[config.mk]
export PLATFORM = sky130hd
export DESIGN_NAME = uart_tx_mmio_flat
export DESIGN_NICKNAME = d
export VERILOG_FILES = /design/src/rtl/uart_tx_mmio_if.sv /design/src/rtl/uart_tx_mmio.sv /design/src/flat_wrapper.sv
export SDC_FILE = /design/constraint.sdc
export NUM_CORES = 1
export LEC_CHECK = 0
export BUFFER_PORTS_ARGS = -buffer_cell sky130_fd_sc_hd__clkbuf_2
export CORE_MARGIN = 1
export CORE_UTILIZATION = 60
export DETAILED_ROUTE_END_ITERATION = 16
export GPL_ROUTABILITY_DRIVEN = 0
export PLACE_DENSITY_LB_ADDON = 0.3
export SETUP_SLACK_MARGIN = 0.15
export SLEW_MARGIN = 30
export SYNTH_ARGS = -nofsm -noshare
export SYNTH_HDL_FRONTEND = slang
export SYNTH_SLANG_ARGS = --single-unit
[constraint.sdc]
create_clock -name clk -period 7.3 [get_ports clk]
set_clock_uncertainty 0.1 [all_clocks]
set_input_delay 1.095 -clock clk [delete_from_list [all_inputs] [get_ports clk]]
set_output_delay 1.095 -clock clk [all_outputs]
set_load 0.1 [all_outputs]
[src/rtl/uart_tx_mmio_if.sv]
// Store/load bus between the core's load/store unit and the UART transmitter.
// The core side is the master; the UART is the slave and answers loads combinationally.
interface uart_tx_mmio_if;
  logic        wr_en;
  logic [31:0] wr_addr;
  logic [31:0] wr_data;
  logic [3:0]  wr_strb;
  logic [31:0] rd_addr;
  logic        rd_hit;
  logic [31:0] rd_data;

  modport master (
    output wr_en, wr_addr, wr_data, wr_strb, rd_addr,
    input  rd_hit, rd_data
  );

  modport slave (
    input  wr_en, wr_addr, wr_data, wr_strb, rd_addr,
    output rd_hit, rd_data
  );
endinterface

[src/rtl/uart_tx_mmio.sv]
// Memory-mapped 8N1 UART transmitter: stores to TXDATA fill a FIFO that the
// serialiser drains onto tx; STATUS reads are combinational for single-cycle loads.
module uart_tx_mmio #(
  parameter int          CLKS_PER_BIT = 868,
  parameter int          FIFO_DEPTH   = 16,
  parameter logic [31:0] BASE_ADDR    = 32'h1000_0000
) (
  input  logic           clk,
  input  logic           rst_n,
  uart_tx_mmio_if.slave  bus,
  output logic           tx,
  output logic           irq_empty
);
  localparam int PTR_W  = $clog2(FIFO_DEPTH);
  localparam int CNT_W  = PTR_W + 1;
  localparam int BAUD_W = $clog2(CLKS_PER_BIT);
  localparam logic [BAUD_W-1:0] BAUD_LAST = BAUD_W'(CLKS_PER_BIT - 1);
  localparam logic [CNT_W-1:0]  CNT_FULL  = CNT_W'(FIFO_DEPTH);

  localparam logic [1:0] S_IDLE  = 2'd0;
  localparam logic [1:0] S_START = 2'd1;
  localparam logic [1:0] S_DATA  = 2'd2;
  localparam logic [1:0] S_STOP  = 2'd3;

  logic [1:0]        state_reg, state_next;
  logic [BAUD_W-1:0] baud_reg, baud_next;
  logic [2:0]        bit_idx_reg, bit_idx_next;
  logic [7:0]        shift_reg, shift_next;
  logic              tx_reg, tx_next;
  logic [PTR_W-1:0]  wr_ptr_reg, rd_ptr_reg;
  logic [CNT_W-1:0]  count_reg, count_next;
  logic              ovf_reg, ovf_next;
  logic              irq_empty_reg;
  logic [7:0]        mem [FIFO_DEPTH];

  logic wr_hit, push_req, push, pop, ovf_clr, fifo_full, fifo_empty, baud_last;
  logic [15:0] count_ext;
  logic unused_bits;

  assign unused_bits = ^{bus.wr_data[31:8], bus.wr_strb[3:1], bus.wr_addr[1:0], bus.rd_addr[1:0]};

  assign wr_hit     = (bus.wr_addr[31:4] == BASE_ADDR[31:4]);
  assign push_req   = bus.wr_en && wr_hit && (bus.wr_addr[3:2] == 2'd0) && bus.wr_strb[0];
  assign ovf_clr    = bus.wr_en && wr_hit && (bus.wr_addr[3:2] == 2'd1) && bus.wr_strb[0] && bus.wr_data[3];
  assign fifo_full  = (count_reg == CNT_FULL);
  assign fifo_empty = (count_reg == '0);
  // Fullness is judged before the edge, so a same-cycle pop never rescues a push into a full FIFO.
  assign push       = push_req && !fifo_full;
  assign pop        = (state_reg == S_IDLE) && !fifo_empty;
  assign baud_last  = (baud_reg == BAUD_LAST);

  always_comb begin
    count_next = count_reg;
    if (push && !pop)
      count_next = count_reg + CNT_W'(1);
    else if (pop && !push)
      count_next = count_reg - CNT_W'(1);

    // A clear loses to an overflow landing in the same cycle.
    ovf_next = ovf_reg;
    if (ovf_clr)
      ovf_next = 1'b0;
    if (push_req && fifo_full)
      ovf_next = 1'b1;
  end

  always_comb begin
    state_next   = state_reg;
    baud_next    = baud_reg;
    bit_idx_next = bit_idx_reg;
    shift_next   = shift_reg;
    case (state_reg)
      S_IDLE: begin
        if (pop) begin
          shift_next = mem[rd_ptr_reg];
          baud_next  = '0;
          state_next = S_START;
        end
      end
      S_START: begin
        baud_next = baud_reg + BAUD_W'(1);
        if (baud_last) begin
          baud_next    = '0;
          bit_idx_next = 3'd0;
          state_next   = S_DATA;
        end
      end
      S_DATA: begin
        baud_next = baud_reg + BAUD_W'(1);
        if (baud_last) begin
          baud_next = '0;
          if (bit_idx_reg == 3'd7) begin
            state_next = S_STOP;
          end else begin
            shift_next   = {1'b0, shift_reg[7:1]};
            bit_idx_next = bit_idx_reg + 3'd1;
          end
        end
      end
      default: begin
        baud_next = baud_reg + BAUD_W'(1);
        if (baud_last) begin
          baud_next  = '0;
          state_next = S_IDLE;
        end
      end
    endcase

    // Line level follows the state being entered, so the flop output never glitches.
    case (state_next)
      S_START: tx_next = 1'b0;
      S_DATA:  tx_next = shift_next[0];
      default: tx_next = 1'b1;
    endcase
  end

  always_ff @(posedge clk or negedge rst_n) begin
    if (!rst_n) begin
      state_reg     <= S_IDLE;
      baud_reg      <= '0;
      bit_idx_reg   <= 3'd0;
      shift_reg     <= 8'd0;
      tx_reg        <= 1'b1;
      wr_ptr_reg    <= '0;
      rd_ptr_reg    <= '0;
      count_reg     <= '0;
      ovf_reg       <= 1'b0;
      irq_empty_reg <= 1'b1;
    end else begin
      state_reg     <= state_next;
      baud_reg      <= baud_next;
      bit_idx_reg   <= bit_idx_next;
      shift_reg     <= shift_next;
      tx_reg        <= tx_next;
      count_reg     <= count_next;
      ovf_reg       <= ovf_next;
      irq_empty_reg <= fifo_empty && (state_reg == S_IDLE);
      if (push)
        wr_ptr_reg <= wr_ptr_reg + PTR_W'(1);
      if (pop)
        rd_ptr_reg <= rd_ptr_reg + PTR_W'(1);
    end
  end

  always_ff @(posedge clk) begin
    if (push)
      mem[wr_ptr_reg] <= bus.wr_data[7:0];
  end

  // At FIFO_DEPTH = 256 a full count wraps to 0 in the 8-bit field; the full bit disambiguates.
  assign count_ext = 16'(count_reg);

  always_comb begin
    bus.rd_hit  = (bus.rd_addr[31:4] == BASE_ADDR[31:4]);
    bus.rd_data = 32'd0;
    if (bus.rd_hit && (bus.rd_addr[3:2] == 2'd1))
      bus.rd_data = {16'd0, count_ext[7:0], 4'd0, ovf_reg, (state_reg != S_IDLE), fifo_empty, fifo_full};
  end

  assign tx        = tx_reg;
  assign irq_empty = irq_empty_reg;
endmodule

[src/flat_wrapper.sv]
// flat-port wrapper written by rule: the top's interface ports become plain ports
module uart_tx_mmio_flat 
#(
  parameter int          CLKS_PER_BIT = 868,
  parameter int          FIFO_DEPTH   = 16,
  parameter logic [31:0] BASE_ADDR    = 32'h1000_0000
)
  (clk, rst_n, tx, irq_empty, bus_wr_en, bus_wr_addr, bus_wr_data, bus_wr_strb, bus_rd_addr, bus_rd_hit, bus_rd_data);
  uart_tx_mmio_if bus_i ();
  input  logic clk;
  input  logic rst_n;
  output logic tx;
  output logic irq_empty;
  input wire logic [$bits(bus_i.wr_en)-1:0] bus_wr_en;
  input wire logic [$bits(bus_i.wr_addr)-1:0] bus_wr_addr;
  input wire logic [$bits(bus_i.wr_data)-1:0] bus_wr_data;
  input wire logic [$bits(bus_i.wr_strb)-1:0] bus_wr_strb;
  input wire logic [$bits(bus_i.rd_addr)-1:0] bus_rd_addr;
  output wire logic [$bits(bus_i.rd_hit)-1:0] bus_rd_hit;
  output wire logic [$bits(bus_i.rd_data)-1:0] bus_rd_data;
  assign bus_i.wr_en = bus_wr_en;
  assign bus_i.wr_addr = bus_wr_addr;
  assign bus_i.wr_data = bus_wr_data;
  assign bus_i.wr_strb = bus_wr_strb;
  assign bus_i.rd_addr = bus_rd_addr;
  assign bus_rd_hit = bus_i.rd_hit;
  assign bus_rd_data = bus_i.rd_data;
  uart_tx_mmio #(.CLKS_PER_BIT(CLKS_PER_BIT), .FIFO_DEPTH(FIFO_DEPTH), .BASE_ADDR(BASE_ADDR)) u_core (.clk(clk), .rst_n(rst_n), .bus(bus_i), .tx(tx), .irq_empty(irq_empty));
endmodule
Yosys cells after proc, flatten, opt, wreduce, memory -nomap -nowiden
Memories as Yosys holds them, arrays and structs flattened.
Index checks and enable logic that the tools add are counted.
{"block": "word_totals", "register_bits": 39, "ram_bits": 128, "inputBits": 103, "wordCells": 85, "mem_count": 1}
{"block": "op_classes", "add_sub_neg": 6, "n_eq_ne": 15, "n_mux": 25, "reduce_logical": 27}
{"name": "u_core.mem", "words": 16, "width": 8, "rd": 1, "rd_ports_with_merged_regs": 0, "wr": 1, "line": "uart_tx_mmio.sv:34", "source": "logic [7:0] mem [FIFO_DEPTH];"}
{"operator": "$eq 28x25->1 const B", "count": 2}
{"operator": "$mux 10", "count": 3}
{"operator": "$mux 8", "count": 3}
{"operator": "$pmux 8 s2", "count": 1}
{"operator": "$logic_and 1x1->1", "count": 13}
{"operator": "$mux 13", "count": 1}
{"operator": "$add 10x1->10 const B", "count": 1}
{"operator": "$eq 10x10->1 const B", "count": 1}
{"operator": "$mux 2", "count": 5}
{"operator": "$mux 5", "count": 2}
{"operator": "$reduce_bool 2->1", "count": 5}
{"operator": "$mux 3", "count": 3}
{"operator": "$add 4x1->4 const B", "count": 2}
{"operator": "$eq 2x1->1 const B", "count": 4}
{"operator": "$reduce_and 4->1", "count": 2}
{"operator": "$ne 2x1->1 const B", "count": 3}
{"operator": "$pmux 2 s3", "count": 1}
{"operator": "$pmux 3 s2", "count": 1}
{"operator": "$add 5x1->5 const B", "count": 1}
{"operator": "$eq 5x5->1 const B", "count": 1}
{"operator": "$logic_not 5->1", "count": 1}
{"operator": "$sub 5x1->5 const B", "count": 1}
{"operator": "$eq 2x2->1 const B", "count": 2}
{"operator": "$logic_not 1->1", "count": 4}
{"operator": "other kinds (6)", "count": 10}

Logic depth before layout (Yosys ltp)
{"block": "logic_depth", "depth_word": 9, "depth_mapped": 13, "depth_no_buf": 12}

Worst setup path after synthesis
OpenSTA, ideal clock, no wires.
{"block": "synth_path", "path_kind": "input -> output", "start": "input port bus_rd_addr[14]", "end": "output port bus_rd_data[1]", "arrival_time_ps": 3351, "t_required_ps": 6105, "slack_ps": 2754, "path_stages": 4, "n_path_buf": 0, "cell_sequence": "nor4_1 nand4_1 nor4b_2 nor2b_1"}
{"block": "synth_between", "elab_chain_cells": 3}
{"item": "start: declaration", "line": "flat_wrapper.sv:18", "source": "input wire logic [$bits(bus_i.rd_addr)-1:0] bus_rd_addr;"}
{"item": "$eq 28x25->1", "line": "uart_tx_mmio.sv:154", "source": "bus.rd_hit = (bus.rd_addr[31:4] == BASE_ADDR[31:4]);"}
{"item": "$logic_and 1x1->1", "line": "uart_tx_mmio.sv:156", "source": "if (bus.rd_hit && (bus.rd_addr[3:2] == 2'd1))"}
{"item": "$mux 13", "line": "uart_tx_mmio.sv:156"}
{"item": "end: declaration", "line": "flat_wrapper.sv:20", "source": "output wire logic [$bits(bus_i.rd_data)-1:0] bus_rd_data;"}
Every way passes these cells.

Final worst setup path
{"block": "layout_path", "start": "input port bus_rd_addr[5]", "end": "output port bus_rd_data[0]"}
Same word-level chain as after synthesis.

==> flow_summary.yaml <==
global_route:
  grt_first_pass_wirelength_um: 22600
  vias_in_the_first_global_route: 4254
  grt-ovfl-total: 0
  antenna_found_initial: 0
  grt.total_usage_pct: 24.3
  grt_max_degree: 40
critical_path:
  crit_path_top_delay_cell: "nor4b_2"
  cp_slowest_stage_delay_ns: 0.62
  worstPathRequired_ns: 6.11
  worst_setup_path_type: "in -> out"
  critical_path_arrival_ns: 3.05
  critPathMostFrequentCell: "clkbuf_2"
  end_kind: "output pin"
  largest_fanout_on_the_critical_path: 9
  timing.rr.start: "u_core.count_reg[1]"
  worstPathBufferInverterCount: 2
  worst_path_dominant_cell_family: "simple AND/OR/NAND/NOR gates"
  r2r.worst_path.cells: 12
  r2r_setup_slack_ns: 3.99
  critical_path.cell_chain: "clkbuf_2, nor4_1, nand4_1, nor4b_2, and3_1, clkbuf_2"
  timing.rr.end: "u_core.count_reg[4]"
  startpoint_type: "primary input"
hold_path:
  min_path_type: "reg -> reg"
  min-delay-start: "u_core.shift_reg[7]"
  holdPathStages: 1
  holdPathEnd: "u_core.shift_reg[6]"
floorplanning:
  rows: 40
  core_um2: 12100
  die_area_um2: 13000
  initial_core_util_pct: 62.0
  die-height_um: 114
  die_w_um: 114
  top_level_i_o_count: 138
yosys:
  yosysUniqueCellTypes: 64
  synth-seq-cells: 167
  synth.yosys.seq_area_share_pct: 64.2
  synth-async-reset-ratio_pct: 23.4
  synthesis.area_per_instance_um2: 15.9
  yosys.area.top_type_share_pct: 51.2
  post_synth_instance_area_um2: 7510
  count_of_mapped_cells_out_of_synthesis: 471
  synth-warning-count: 0
  synth_enable_flop_cells: 128
  synth_top_area_cell: "edfxtp_1"
  yosys_most_used_dff: "edfxtp_1"
  synth_top_cells_by_area: "edfxtp_1 51%, dfrtp_1 12%, mux4_2 5.7%"
final_layout:
  fillCellCount: 801
  n_antenna_cell: 0
  largest_register_ff_count: 128
  design.final.nets: 677
  final_cell_mix: "128 x edfxtp_1, 82 x clkbuf_2, 36 x dfrtp_1"
  final_common_cell: "edfxtp_1"
  post_route_cells_drive_above_1_share_pct: 28.0
  syn_to_final_growth_pct: 14.2
place:
  dp_hpwl_um: 9340
  port_buffers: 83
  place_worst_setup_slack_ns: 3.09
timing:
  fin_setup_tns_ns: 0
  layout_setup_ws_ns: 3.05
  finalSetupViolations: 0
  post-route-period-util_pct: 58.2
  timing_worst_slew_pin_value_ns: 0.950
  rsz0062_at_grt: "false"
  slew_headroom_pct: 36.5
  report.final.hold_viol_count: 0
  fin_hold_ws_ns: 0.420
  timing.fmax_ghz: 0.235
  final-max-slew-violation-count: 0
  min_period_ns: 4.25
routing:
  ant_nets: 0
  vias: 4271
  via_per_inst: 5.76
  drc_markers: 0
  firstDrtPassIters: 5
  drt_iter0_drc: 233
  wirelength_um: 14400
  routed_wire_length_per_instance_um: 19.4
power:
  worst_ir_drop_vdd_uv: 356
  total_leakage_power_uw: 0.00311
  power-per-cell-area_nw_per_um2: 230
clocking:
  clock-sinks: 167
  path_clk_slew_ns: 0.06
  cts_setup_buffers: 0
  cts_resized: 0
  htree_levels: 4
  cts_inserted_buffers: 17
  cts_max_path_buffers: 2
  clock-root-buffer: "clkbuf_16"
  clk_latency_ns: 0.42
  cts-hold-fix-buffers: 0
  clock_tree_from_tritoncts: "built"
flow_run:
  maxCapViolCount: 0
outcome:
  outcome: "finished clean"
## worst max-delay path by stage
stage          depth (start not counted)            start             end  slack (ns)
6_report                               6   bus_rd_addr[5]  bus_rd_data[0]        3.05
3_5_place_dp                           6   bus_rd_addr[5]  bus_rd_data[0]        3.09
2_1_floorplan                          4  bus_rd_addr[14]  bus_rd_data[1]        2.75
3_3_place_gp                           6  bus_rd_addr[13]  bus_rd_data[0]        3.21
5_1_grt                                6   bus_rd_addr[5]  bus_rd_data[0]        2.89
4_1_cts                                6   bus_rd_addr[5]  bus_rd_data[0]        3.09
## where the power goes
group	internal [uW]	switching (uW)	leakage [uW]
Clock	480	381	0.000277
Combinational	15.3	71.4	0.00121
Sequential	1020	0.00000212	0.00162
## per-stage QoR
step                      std cells  instance area, um^2  total power (uW)  util (%)
after CTS                       742                 8580              1990      70.8
after floorplan                 493                 7590              1110         -
after detailed placement        710                 8010              1130      66.1
after global placement          710                 8010              1130      66.1
final                           742                 8580              1970      70.8
after global routing            742                 8580              2030      70.8
## cell families after synthesis
group           count (synthesis)  share of synthesized area (%)
flops                         167                           64.2
xor+xnor                       15                           1.75
fa+ha+maj                      13                           2.27
simple gates                  124                           9.63
buf+inv                        48                           4.38
other cells                     1                         0.0499
compound gates                 59                           5.63
mux                            44                           12.1
## layer usage
| metal | global-route usage, % | wire, um |
|---|---|---|
| met1 | 30.9 | 6020 |
| met2 | 40.7 | 7470 |
| met3 | 6.80 | 664 |
| met4 | 7.88 | 227 |
| met5 | 0 | 0 |
## synth_stat cells (2+ instances only)
cell and instances:
dfrtp_1 37, nor4_1 12, mux4_2 19, inv_1 4, edfxtp_1 128, buf_4 24, buf_2 5, nor4b_1 3
buf_1 2, a211oi_2 3, a211oi_1 11, mux2i_1 9, a21o_1 2, ha_1 12, o21a_1 2, a21oi_1 5
nand2_1 28, and2_1 8, nand3b_1 5, nor2b_1 8, dfstp_2 2, xnor2_1 10, buf_6 3, nand2b_1 2
a22oi_1 2, xor2_1 5, o21ai_0 15, nand3_1 6, clkbuf_1 6, nor2_1 19, mux4_1 14, a221o_1 6
nor3b_1 11, o21ai_1 4, nand4_1 5, nor3_1 5, o41ai_1 2
## layout make-up
cell class | count | area, um^2 | share of cell area [%]
Clock buffer | 18 | 429 | 5.00
Tap cell | 168 | 210 | 2.45
Sequential cell | 167 | 4820 | 56.2
Inverter | 5 | 18.8 | 0.219
Multi-Input combinational cell | 278 | 2470 | 28.8
Clock inverter | 14 | 140 | 1.63
Timing Repair Buffer | 92 | 485 | 5.66
Power figures use the tool's default switching activity.
